### config.mk
export PLATFORM = sky130hd
export DESIGN_NAME = rv_regfile_sb
export DESIGN_NICKNAME = d
export VERILOG_FILES = /design/src/rtl/rv_regfile_sb.sv
export SDC_FILE = /design/constraint.sdc
export NUM_CORES = 2
export LEC_CHECK = 0
export ABC_CLOCK_PERIOD_IN_PS = 6200
export BUFFER_PORTS_ARGS = -buffer_cell sky130_fd_sc_hd__buf_2
export CORE_UTILIZATION = 45
export DETAILED_ROUTE_END_ITERATION = 6
export SLEW_MARGIN = 20
export SYNTH_ARGS = -nofsm -noshare
export SYNTH_HDL_FRONTEND = slang
export SYNTH_SLANG_ARGS = --single-unit
### constraint.sdc
create_clock -name clk -period 6.2 [get_ports clk]
set_input_delay 0.93 -clock clk [delete_from_list [all_inputs] [get_ports clk]]
set_output_delay 0.93 -clock clk [all_outputs]
set_load 0.03 [all_outputs]
### src/rtl/rv_regfile_sb.sv
// RV32I integer register file with load scoreboard, sub-word load
// extraction and optional same-cycle write-to-read bypass.
module rv_regfile_sb #(
    parameter int XLEN   = 32,
    parameter int NREGS  = 32,
    parameter int NRD    = 2,
    parameter int BYPASS = 1,
    localparam int AW    = $clog2(NREGS)
) (
    input  logic                clk,
    input  logic                reset_n,
    input  logic [NRD*AW-1:0]   rd_addr,
    output logic [NRD*XLEN-1:0] rd_data,
    output logic [NRD-1:0]      rd_busy,
    input  logic                wr_en,
    input  logic [AW-1:0]       wr_addr,
    input  logic [1:0]          wr_sel,
    input  logic [XLEN-1:0]     wr_alu,
    input  logic [XLEN-1:0]     wr_lui_imm,
    input  logic [XLEN-1:0]     wr_link,
    input  logic [XLEN-1:0]     wr_load,
    input  logic [1:0]          ld_size,
    input  logic                ld_unsigned,
    input  logic [1:0]          ld_off,
    input  logic                ld_issue,
    input  logic [AW-1:0]       ld_issue_rd,
    output logic                sb_err
);

    localparam logic [1:0] SEL_ALU  = 2'd0;
    localparam logic [1:0] SEL_LOAD = 2'd1;
    localparam logic [1:0] SEL_LUI  = 2'd2;
    localparam logic [1:0] SEL_LINK = 2'd3;

    logic [XLEN-1:0]  regs_q [NREGS];
    logic [NREGS-1:0] busy_q, busy_d;
    logic             err_q, err_d;

    logic [7:0]       lane_b;
    logic [15:0]      lane_h;
    logic [XLEN-1:0]  ld_val;
    logic [XLEN-1:0]  wr_val;
    logic             wr_is_load;
    logic             wr_live;

    assign wr_is_load = wr_en & (wr_sel == SEL_LOAD);
    assign wr_live    = wr_en & (wr_addr != '0);

    // Pick the addressed lane and extend it, then mux the write source.
    always_comb begin
        lane_b = wr_load[{ld_off, 3'b000} +: 8];
        lane_h = wr_load[{ld_off[1], 4'b0000} +: 16];
        case (ld_size)
            2'd0:    ld_val = {{(XLEN-8){~ld_unsigned & lane_b[7]}}, lane_b};
            2'd1:    ld_val = {{(XLEN-16){~ld_unsigned & lane_h[15]}}, lane_h};
            default: ld_val = wr_load;
        endcase
        case (wr_sel)
            SEL_ALU:  wr_val = wr_alu;
            SEL_LOAD: wr_val = ld_val;
            SEL_LUI:  wr_val = wr_lui_imm;
            SEL_LINK: wr_val = wr_link;
            default:  wr_val = wr_alu;
        endcase
    end

    // Scoreboard next state: a new issue wins over a returning load.
    always_comb begin
        busy_d = busy_q;
        if (wr_is_load)
            busy_d[wr_addr] = 1'b0;
        if (ld_issue)
            busy_d[ld_issue_rd] = 1'b1;
        busy_d[0] = 1'b0;
        err_d = wr_is_load & (wr_addr != '0) & ~busy_q[wr_addr];
    end

    // Register storage; x0 stays zero because it is never written.
    always_ff @(posedge clk or negedge reset_n) begin
        if (!reset_n) begin
            for (int i = 0; i < NREGS; i++)
                regs_q[i] <= '0;
        end else if (wr_live) begin
            regs_q[wr_addr] <= wr_val;
        end
    end

    // Scoreboard bits and the error pulse.
    always_ff @(posedge clk or negedge reset_n) begin
        if (!reset_n) begin
            busy_q <= '0;
            err_q  <= 1'b0;
        end else begin
            busy_q <= busy_d;
            err_q  <= err_d;
        end
    end

    assign sb_err = err_q;

    for (genvar k = 0; k < NRD; k++) begin : g_rd
        logic [AW-1:0] ra;
        logic          hit;
        assign ra  = rd_addr[k*AW +: AW];
        assign hit = (BYPASS != 0) & wr_en & (wr_addr == ra);
        assign rd_data[k*XLEN +: XLEN] = (ra == '0) ? '0 :
                                         hit ? wr_val : regs_q[ra];
        assign rd_busy[k] = busy_q[ra] & ~(hit & wr_is_load);
    end

endmodule

# After elaboration in Yosys (flattened, before gate mapping)
# Index checks and enable logic that the tools add are counted.
# Widths: inputs -> output; s select.
[op_classes]
n_addsub = 0
n_mul = 0
div_mod_pow = 0
n_lt_le_gt_ge = 10
eq_ne = 6
shifts = 2
mux = 27
n_bitwise = 22
n_reduce_logical = 8
[op_table]
columns = ["op", "count"]
rows = [
  ["$bwmux 1024", 1],
  ["$mux 32", 11],
  ["$bmux 32 s5", 2],
  ["$demux 32 s5", 1],
  ["$pmux 32 s4", 1],
  ["$pmux 32 s2", 1],
  ["$and 32x32->32", 1],
  ["$not 32->32", 1],
  ["$or 32x32->32", 1],
  ["$shiftx 32x6->16", 1],
  ["$shiftx 32x6->8", 1],
  ["$lt 5x6->1 const B", 4],
  ["$ge 6x6->1 const B", 3],
  ["$not 5->6", 3],
  ["$bmux 1 s5", 3],
  ["$and 1x1->1", 12],
  ["$demux 1 s5", 2],
  ["$eq 5x5->1", 2],
  ["$ge 5x1->1 const B", 2],
  ["$logic_not 5->1", 2],
  ["$lt 6x1->1 const B", 1],
  ["$mux 1", 5],
  ["$reduce_bool 5->1", 1],
  ["$eq 2x1->1 const B", 2],
  ["4 further kinds", 11],
]
[totals]
reg_bits = 1056
latchBits = 0
ramBits = 0
romBits = 0
in_bits = 159
word_cells = 109
memories = 0

# Depth between registers and ports, before layout
[depth]
ltp_word = 9
ltp_mapped = 10

# Worst setup path after synthesis
# OpenSTA, ideal clock, no wires.
[synth_timing]
path_kind = "input -> output"
startpoint = "input rd_addr[1]"
endpoint = "output rd_data[15]"
t_arrival_ns = 3.609
required_time_ns = 5.270
slack_ns = 1.661
stages = 8
n_path_buf = 4
cell_sequence = "buf_2 > buf_2 > buf_2 > buf_2 > nand3_1 > o2111ai_1 > nor3_1 > a2111oi_0"
[synth_between]
elab_chain_cells = 6
[synth_rtl]
columns = ["item", "line_no", "source"]
rows = [
  ["start, declared", "12", "input logic [NRD*AW-1:0] rd_addr,"],
  ["$not 5->6 (not written as such)", "107", "hit ? wr_val : regs_q[ra];"],
  ["$bmux 32 s5", "107", ""],
  ["$mux 32 (not written as such) (2 in a row)", "107", ""],
  ["$mux 32", "107", ""],
  ["$mux 32 *", "106", "assign rd_data[k*XLEN +: XLEN] = (ra == '0) ? '0 :"],
  ["end, declared", "13", "output logic [NRD*XLEN-1:0] rd_data,"],
]
# Mark *: on every way between the ends. The rest lies on a longest branch, timed or not. The select of a mux whose other input is x is not followed.

# Worst setup path in the final report
[layout_timing]
startpoint = "input rd_addr[9]"
endpoint = "output rd_data[37]"
# The elaborated chain is that of the path after synthesis.

==> metrics.yaml <==
clocking:
  hold_buffers: 0
  htreeDepth: 3
  cts_setup_buffers: 0
  root_buffer: "clkbuf_16"
  clk_latency_ns: 0.74
  cts.sinks: 1056
  cts_resized: 0
  cts_inserted_buffers: 112
  cts_buffer_depth: 3
  clk_pin_slew_ns: 0.06
  tritoncts: "yes"
timing:
  setup_tns_ns: 0
  worst_slew_margin_rel: 0.189
  finalMaxSlewViolations: 0
  min_period_ns: 5.26
  fmax_mhz: 190
  hold_viol_final: 0
  grt_setup_unrepaired: "no"
  finalCritPeriodShare: 0.848
  finClkSkew_ns: 0.0124
  tightest_slew_ns: 1.19
  setup_viol_count_final: 0
floorplan:
  die_area_mm2: 0.127
  die_w_um: 356
  coreArea_mm2: 0.124
  die_y_um: 356
  initial_core_util: 0.455
  io_pins: 226
  rows: 129
placement:
  gp_congestion: 0.902
  dp_hpwl_mm: 128
  placedCellCount: 6693
  portBuffers: 225
pwr:
  clkPwrFrac: 0.341
  swShare: 0.309
  powerDensity_mw_per_mm2: 334
  seq_power_share: 0.440
  p_comb_frac: 0.218
  total_leakage_power_uw: 0.0271
  switching_power_uw: 6510
  p_int_uw: 14600
  peakVddDrop_v: 0.000265
finish:
  stdcell_count: 6901
  nets: 5329
  area_growth_pct: 11.7
  drive_above_1_share: 0.236
detailed_routing:
  firstDrtPassIters: 7
  dr.first_iter.drc_count: 5936
  vias: 45100
  route.detailed.drc: 96
  ant_nets: 0
  wl_per_cell_um: 30.5
  vias_per_cell: 6.53
  wl_mm: 211
global_route:
  grt_max_degree: 130
  antenna_found_initial: 8
  grt_first_pass_wirelength_mm: 308
  gr-total-overflow: 0
  grt_pass1_vias: 43500
  grt_usage: 0.333
synth:
  synth_top_flop_cell: "dfrtp_1"
  ys_top_cells_by_count: "nand2_1 (1,188), dfrtp_1 (1,056), o21ai_0 (1,049)"
  synth_top_area_share: 0.468
  yosysWarnings: 0
  async_flop_share: 1.00
  synth.distinct_cells: 65
  synth_edf_count: 0
  ys_seq_area_frac: 0.468
  yosys.cell_count.top_type: "nand2_1"
  synth_top_cell_by_area: "dfrtp_1"
  netlist_area_mm2: 0.0565
  synth_nets: 5394
  avgSynthCellArea_um2: 10.8
  yosys_register_bits: 1056
  synthCells: 5235
  netlist_top_cells_area: "dfrtp_1 (47%), mux4_2 (22%), o21ai_0 (9.3%), nand2_1 (7.9%), clkbuf_1 (2.7%)"
setup_path:
  path_class: "in -> out"
  worstPathArrival_ns: 4.33
  r2r_slack_ns: 4.51
  r2r_cells: 3
  start_kind: "input port"
  crit_path_end_kind: "primary output"
  r2r_end: "sb_err"
  required_ns: 5.27
  reg2reg_from: "busy_q[31]"
  crit_fanout: 15
status:
  violations: "DRC"
  status: "finished with violations"
job:
  drv_cap: 0
worst_hold_path:
  min_path_type: "in -> async"
-- power groups by stage --
stage / Sequential (uW) / Clock [uW] / Combinational, uW
floorplan: 8980 / 0 / 3250
global placement: 9270 / 0 / 4460
detailed placement: 9350 / 0 / 4560
CTS: 9240 / 7260 / 4570
global route: 9440 / 7520 / 5000
finish: 9290 / 7210 / 4610
-- layer usage --
layer  vias to the layer above  track usage  share of wire
met3                       571       0.0798           0.11
met1                     22800        0.454           0.39
met2                      2726        0.505           0.45
met5                         -            0       0.000038
met4                         2        0.158          0.052
li1                      19000            -              -
-- final cells by class --
cell class,count,area [um2]
multi-input cells,3604,28000
repair buffers,386,2730
clock inverters,49,659
well taps,1637,2050
fillers,11200,61000
clock buffers,155,3250
flip-flops and latches,1056,26400
inverters,10,37.5
diodes,4,10.0
-- registers in the layout (all words and copies together) (netlist names) --
name    count
regs_q   1024
busy_q     31
sb_err      1
-- cells by family (layout without fill, tap and decap cells) --
logic type | count (synthesis) | count (layout) | synth area share
AOI/OAI and AO/OA | 1522 | 1522 | 0.152
xor gates and xnor gates | 10 | 10 | 0.00155
buffers and inverters | 575 | 600 | 0.0447
DFF | 1056 | 1056 | 0.468
muxes | 625 | 625 | 0.232
other | 0 | 4 | 0
and+or+nand+nor | 1447 | 1447 | 0.103
-- worst max path at each step --
stage / startpoint / to / slack, ns / cells past startpoint
2_1_floorplan: rd_addr[1] / rd_data[15] / 1.66 / 8
3_3_place_gp: rd_addr[3] / rd_data[7] / 0.81 / 6
3_5_place_dp: rd_addr[1] / rd_data[7] / 1.08 / 6
4_1_cts: rd_addr[1] / rd_data[7] / 1.08 / 6
5_1_grt: rd_addr[5] / rd_data[37] / 0.99 / 8
6_report: rd_addr[9] / rd_data[37] / 0.94 / 7
-- placed cells by master, fill, tap and decap left out, types with 40 or more instances in the layout --
cell	synthesis	layout
nand2_1	1188	1164
dfrtp_1	1056	1056
o21ai_0	1049	1049
mux4_2	542	542
buf_2	78	217
buf_4	28	137
clkbuf_16	0	114
a21oi_1	123	107
nor2_1	98	89
a22oi_1	82	82
a211oi_1	48	48
a22o_1	47	47
mux2i_1	42	42
mux2_2	40	40
-- worst max-delay path, stage by stage --
cell and delay [ns]:
buf_2 0.57, nand2b_1 0.66, nor2_1 0.37, a22o_1 0.32
a2111oi_1 0.95, a211oi_1 0.24, buf_2 0.27
-- stage by stage --
stage	util	hold WS, ns	total power, uW	instance area [um2]	setup slack [ns]
detailed placement	0.477	0.384	13900	59200	1.08
CTS	0.508	0.294	21100	63100	1.08
global route	0.508	0.339	22000	63100	0.985
finish	0.508	0.275	21100	63100	0.940
global placement	0.477	0.378	13700	59200	0.815
floorplan	-	0.441	12200	56500	1.66
Power figures use the tool's default switching activity.
